File: config.mk
export PLATFORM = sky130hd
export DESIGN_NAME = mult_div_unit
export DESIGN_NICKNAME = d
export VERILOG_FILES = /design/src/rtl/mult_div_unit.sv
export SDC_FILE = /design/constraint.sdc
export NUM_CORES = 2
export LEC_CHECK = 0
export BUFFER_PORTS_ARGS = -buffer_cell sky130_fd_sc_hd__buf_2
export CORE_MARGIN = 2
export CORE_UTILIZATION = 50
export CTS_CLUSTER_SIZE = 24
export DETAILED_ROUTE_END_ITERATION = 8
export PLACE_DENSITY = 0.66
export SYNTH_ARGS = -nofsm -noshare
export SYNTH_HDL_FRONTEND = slang
export SYNTH_SLANG_ARGS = --single-unit
export TNS_END_PERCENT = 50
File: constraint.sdc
create_clock -name clock -period 12.2 [get_ports clock]
set_input_delay 2.44 -clock clock [delete_from_list [all_inputs] [get_ports clock]]
set_output_delay 2.44 -clock clock [all_outputs]
set_load 0.1 [all_outputs]
File: src/rtl/mult_div_unit.sv
// mult_div_unit: HI/LO multiply/divide unit with fixed-latency multiply and 32-cycle shift-subtract divide.
// MTHI/MTLO write HI/LO directly; reserved op codes are ignored.
module mult_div_unit #(
   parameter int MUL_LATENCY = 4
) (
   input  logic        clock,
   input  logic        reset,
   input  logic        start,
   input  logic [2:0]  op,
   input  logic [31:0] operand_a,
   input  logic [31:0] operand_b,
   output logic        busy,
   output logic        done,
   output logic [31:0] hi,
   output logic [31:0] lo
);
   typedef enum logic [1:0] {S_IDLE, S_MUL, S_DIV} state_t;
   localparam logic [5:0] MUL_LOAD = 6'(MUL_LATENCY - 1);
   state_t      r_state, w_next;
   logic [5:0]  r_cnt;
   logic [31:0] r_hi, r_lo, r_rem, r_quo, r_dvsr, r_a;
   logic [63:0] r_prod;
   logic        r_done, r_neg_q, r_neg_r, r_dz;
   logic        w_accept, w_finish, w_is_mul, w_is_div, w_signed;
   logic [63:0] w_ma, w_mb, w_prod;
   logic [32:0] w_shift, w_diff;
   logic [31:0] w_mag_a, w_mag_b, w_rem_n, w_quo_n, w_q, w_r;

   assign busy     = r_state != S_IDLE;
   assign done     = r_done;
   assign hi       = r_hi;
   assign lo       = r_lo;
   assign w_accept = start && !busy;
   assign w_is_mul = op == 3'd0 || op == 3'd1;
   assign w_is_div = op == 3'd2 || op == 3'd3;
   assign w_signed = op == 3'd0 || op == 3'd2;
   assign w_finish = busy && r_cnt == 6'd0;
   // Low 64 bits of the product of sign/zero-extended operands give the signed/unsigned result
   assign w_ma     = {{32{w_signed & operand_a[31]}}, operand_a};
   assign w_mb     = {{32{w_signed & operand_b[31]}}, operand_b};
   assign w_prod   = w_ma * w_mb;
   assign w_mag_a  = (w_signed && operand_a[31]) ? -operand_a : operand_a;
   assign w_mag_b  = (w_signed && operand_b[31]) ? -operand_b : operand_b;
   // One restoring step: the dividend shifts out of r_quo as quotient bits shift in
   assign w_shift  = {r_rem, r_quo[31]};
   assign w_diff   = w_shift - {1'b0, r_dvsr};
   assign w_rem_n  = w_diff[32] ? w_shift[31:0] : w_diff[31:0];
   assign w_quo_n  = {r_quo[30:0], ~w_diff[32]};
   assign w_q      = r_neg_q ? -w_quo_n : w_quo_n;
   assign w_r      = r_neg_r ? -w_rem_n : w_rem_n;

   always_ff @(posedge clock) begin
      if (reset) r_state <= S_IDLE;
      else       r_state <= w_next;
   end

   always_comb begin
      w_next = r_state;
      if (r_state == S_IDLE && w_accept) w_next = w_is_mul ? S_MUL : w_is_div ? S_DIV : S_IDLE;
      else if (w_finish)                 w_next = S_IDLE;
   end

   always_ff @(posedge clock) begin
      if (reset) begin
         r_cnt   <= '0;
         r_hi    <= '0;
         r_lo    <= '0;
         r_rem   <= '0;
         r_quo   <= '0;
         r_dvsr  <= '0;
         r_a     <= '0;
         r_prod  <= '0;
         r_done  <= 1'b0;
         r_neg_q <= 1'b0;
         r_neg_r <= 1'b0;
         r_dz    <= 1'b0;
      end else begin
         r_done <= w_finish || (w_accept && (op == 3'd4 || op == 3'd5));
         if (w_accept && (w_is_mul || w_is_div)) begin
            r_cnt   <= w_is_mul ? MUL_LOAD : 6'd31;
            r_prod  <= w_prod;
            r_rem   <= '0;
            r_quo   <= w_mag_a;
            r_dvsr  <= w_mag_b;
            r_neg_q <= w_signed & (operand_a[31] ^ operand_b[31]);
            r_neg_r <= w_signed & operand_a[31];
            r_dz    <= operand_b == 32'd0;
            r_a     <= operand_a;
         end else if (busy && r_cnt != 6'd0) begin
            r_cnt <= r_cnt - 6'd1;
         end
         if (r_state == S_DIV) begin
            r_rem <= w_rem_n;
            r_quo <= w_quo_n;
         end
         if (w_accept && op == 3'd4) r_hi <= operand_a;
         if (w_accept && op == 3'd5) r_lo <= operand_a;
         if (w_finish) begin
            r_hi <= r_state == S_MUL ? r_prod[63:32] : r_dz ? r_a : w_r;
            r_lo <= r_state == S_MUL ? r_prod[31:0] : r_dz ? 32'hFFFF_FFFF : w_q;
         end
      end
   end
endmodule

==> flow_metrics.env <==
export IMPL_status="finished, final reports clean"
export IMPL_critPathMaxStageDelay_ns=0.54
export IMPL_die_w_um=334
export IMPL_critPathSlowestCell="fa_1"
export IMPL_cp_num_buf_inv=10
export IMPL_port_buffers=135
export IMPL_critPathLaunchType="input port"
export IMPL_hold_violations=0
export IMPL_dpl_hpwl_um=134000
export IMPL_grt_pass1_vias=46200
export IMPL_cp_depth=30
export IMPL_period_share_pct=89.0
export IMPL_use_met1_pct=43.7
export IMPL_dieArea_mm2=0.111
export IMPL_finalClockSkew_ns=0.0110
export IMPL_worst_slew_pin_slew_ns=1.22
export IMPL_numCtsBuffers=30
export IMPL_wirelength_um=172000
export IMPL_post_route_drc_count=0
export IMPL_fin_nets=7661
export IMPL_syn_to_final_growth_pct=4.55
export IMPL_ff2ff_path_depth=20
export IMPL_finalMaxSlewViolations=0
export IMPL_rsz0062_at_grt="false"
export IMPL_grtUsageTotal_pct=31.6
export IMPL_gp_congestion=0.930
export IMPL_drv_cap=0
export IMPL_drt_vias_per_instance=5.85
export IMPL_synth_nets=7816
export IMPL_synth_ff_type="dfxtp_1"
export IMPL_crit_path_frequent_cell="fa_1"
export IMPL_cts_htree_levels=1
export IMPL_cp_max_fo=30
export IMPL_synth_warnings=0
export IMPL_synth_seq_cells=268
export IMPL_via_count=44700
export IMPL_slew_headroom_pct=18.3
export IMPL_cts_path_max_buffers=3
export IMPL_fin_tns_setup_ns=0
export IMPL_dieHeight_um=334
export IMPL_cp_end_kind="flop"
export IMPL_core_area_mm2=0.107
export IMPL_max_freq_mhz=92.1
export IMPL_initial_core_util_pct=50.6
export IMPL_holdBufCountCts=0
export IMPL_cts_root_buf="clkbuf_16"
export IMPL_grt_max_degree=167
export IMPL_hold_path_depth=2
export IMPL_use_met2_pct=49.9
export IMPL_core_rowCount=120
export IMPL_arrival_ns=11.34
export IMPL_hold_path_class="flop to flop"
export IMPL_numClockSinks=268
export IMPL_synth_distinct_cells=121
export IMPL_synth_edff_count=0
export IMPL_cts_tree="built"
export IMPL_postSynthCellCount=6369
export IMPL_setup_viol=0
export IMPL_timing_reg2reg_setup_slack_ns=6.14
export IMPL_required_ns=12.68
export IMPL_synth_area_per_cell_um2=8.53
export IMPL_async_reset_ff_share_pct=0
export IMPL_worstSetupPathType="input port to flop"
export IMPL_syn_area_mm2=0.0543
export IMPL_fin_crit_ns=10.86
export IMPL_drtIter0Drc=4579
export IMPL_grt_pass1_wl_um=272000
export IMPL_overflow=0
export IMPL_wire_per_inst_um=22.6
export IMPL_cts_resized=0
export IMPL_use_met3_pct=5.63
export IMPL_drive_gt1_share_pct=5.90
export IMPL_drtAntennaViolNets=0
export IMPL_ios=136
export IMPL_clkLatencyLatePin_ns=0.59
export IMPL_antenna_found_initial=13
export IMPL_ys_seq_area_share_pct=9.88
export IMPL_cts_setup_buffers=0
export IMPL_first_pass_iters=5
export IMPL_crit_family="adder cells"
export IMPL_clkTransAtPathRegs_ns=0.06
export IMPL_top_usage_layer="met2"
cell usage in the layout, fill, tap and decap left out, types with 28 or more instances in the layout:
cell,synthesis,routed
nand2b_1,34,32
nor2_1,256,249
o21ai_0,106,106
mux2i_1,28,28
a21o_1,53,53
xor2_1,62,62
a31oi_1,49,49
a21oi_1,273,273
dfxtp_1,268,268
a211oi_1,55,55
a22oi_1,32,32
and2_1,293,293
ha_1,251,251
and3_1,39,39
nor3_1,51,51
clkbuf_16,0,31
o22ai_1,33,33
xnor2_1,125,125
o31ai_1,32,32
fa_1,1126,1126
nand2_1,1130,1130
nand3_1,72,71
inv_1,1199,1199
buf_2,11,134
buf_4,0,95
cells in the mapped netlist (49+ instances only):
| cell type | n | share of area (%) |
|---|---|---|
| ha_1 | 251 | 5.8 |
| nand2_1 | 1130 | 7.8 |
| xnor2_1 | 125 | 2.0 |
| and2_1 | 293 | 3.4 |
| nand3_1 | 72 | 0.66 |
| clkbuf_1 | 313 | 2.2 |
| a21oi_1 | 273 | 2.5 |
| inv_1 | 1199 | 8.3 |
| buf_1 | 78 | 0.54 |
| fa_1 | 1126 | 42 |
| a21o_1 | 53 | 0.73 |
| a31oi_1 | 49 | 0.56 |
| xor2_1 | 62 | 1.0 |
| o21ai_0 | 106 | 0.98 |
| a211oi_1 | 55 | 0.76 |
| nor3_1 | 51 | 0.47 |
| nor2_1 | 256 | 1.8 |
| dfxtp_1 | 268 | 9.9 |
cells by family (layout without fill, tap and decap cells):
group           Yosys count  count (layout)  synth area share (%)
xor+xnor                187             187                  3.02
mux                      38              38                 0.723
compound gates          861             861                  10.7
fa+ha+maj              1377            1377                  47.3
buf+inv                1618            1483                  11.5
other cells               0               4                     0
flops                   268             268                  9.88
simple gates           2020            2020                  16.9
worst register-to-register path, delay by kind of cell, from the launching register on:
kind	cells	cell delay [ns]
buf+inv	3	0.39
compound gates	8	2.60
flops	1	0.44
fa+ha+maj	3	0.88
simple gates	6	1.58
layout make-up:
| type | instances | area (um^2) |
|---|---|---|
| clock inverter | 12 | 119 |
| antenna | 4 | 10.0 |
| multi-input combinational | 4483 | 42800 |
| inverter | 1200 | 4510 |
| clock buffer | 40 | 840 |
| tap | 1403 | 1760 |
| timing repair buffer | 231 | 1420 |
| sequential | 268 | 5370 |
| fill | 10100 | 50600 |
registers in the layout, indices dropped and copies added (netlist names):
name and flops:
done 1, hi 32, lo 32, r_a 32, r_cnt 6, r_dvsr 32
r_dz 1, r_neg_q 1, r_neg_r 1, r_prod 64, r_quo 32, r_rem 32
r_state 2
path summary, 6_finish.rpt:
path,from,endpoint
max,op[0],r_prod[60]$_SDFFE_PP0P_
min reg2reg,r_a[28]$_SDFFE_PP0P_,r_a[28]$_SDFFE_PP0P_
max reg2reg,r_quo[31]$_SDFFE_PP0P_,hi[14]$_SDFFE_PP0P_
min,r_a[28]$_SDFFE_PP0P_,r_a[28]$_SDFFE_PP0P_
metrics by stage:
stage	hold WS, ns	instances	util [%]	setup WS, ns	cell area (um^2)
after floorplan	0.425	6369	-	1.44	54300
after global placement	0.438	7585	52.0	0.893	55800
after detailed placement	0.446	7585	52.0	0.832	55800
after CTS	0.453	7637	52.9	1.42	56800
after global routing	0.465	7639	52.9	1.06	56800
final	0.452	7641	52.9	1.34	56800
metal layers:
layer / wire [um] / share of wire (%)
met5: 61 / 0.035
met4: 6970 / 4.0
met1: 70500 / 41
met2: 77600 / 45
met3: 17200 / 10
Power is left out: the tool's default activity adds up to more than one toggle a clock period on the data nets, which glitch-free logic cannot reach.
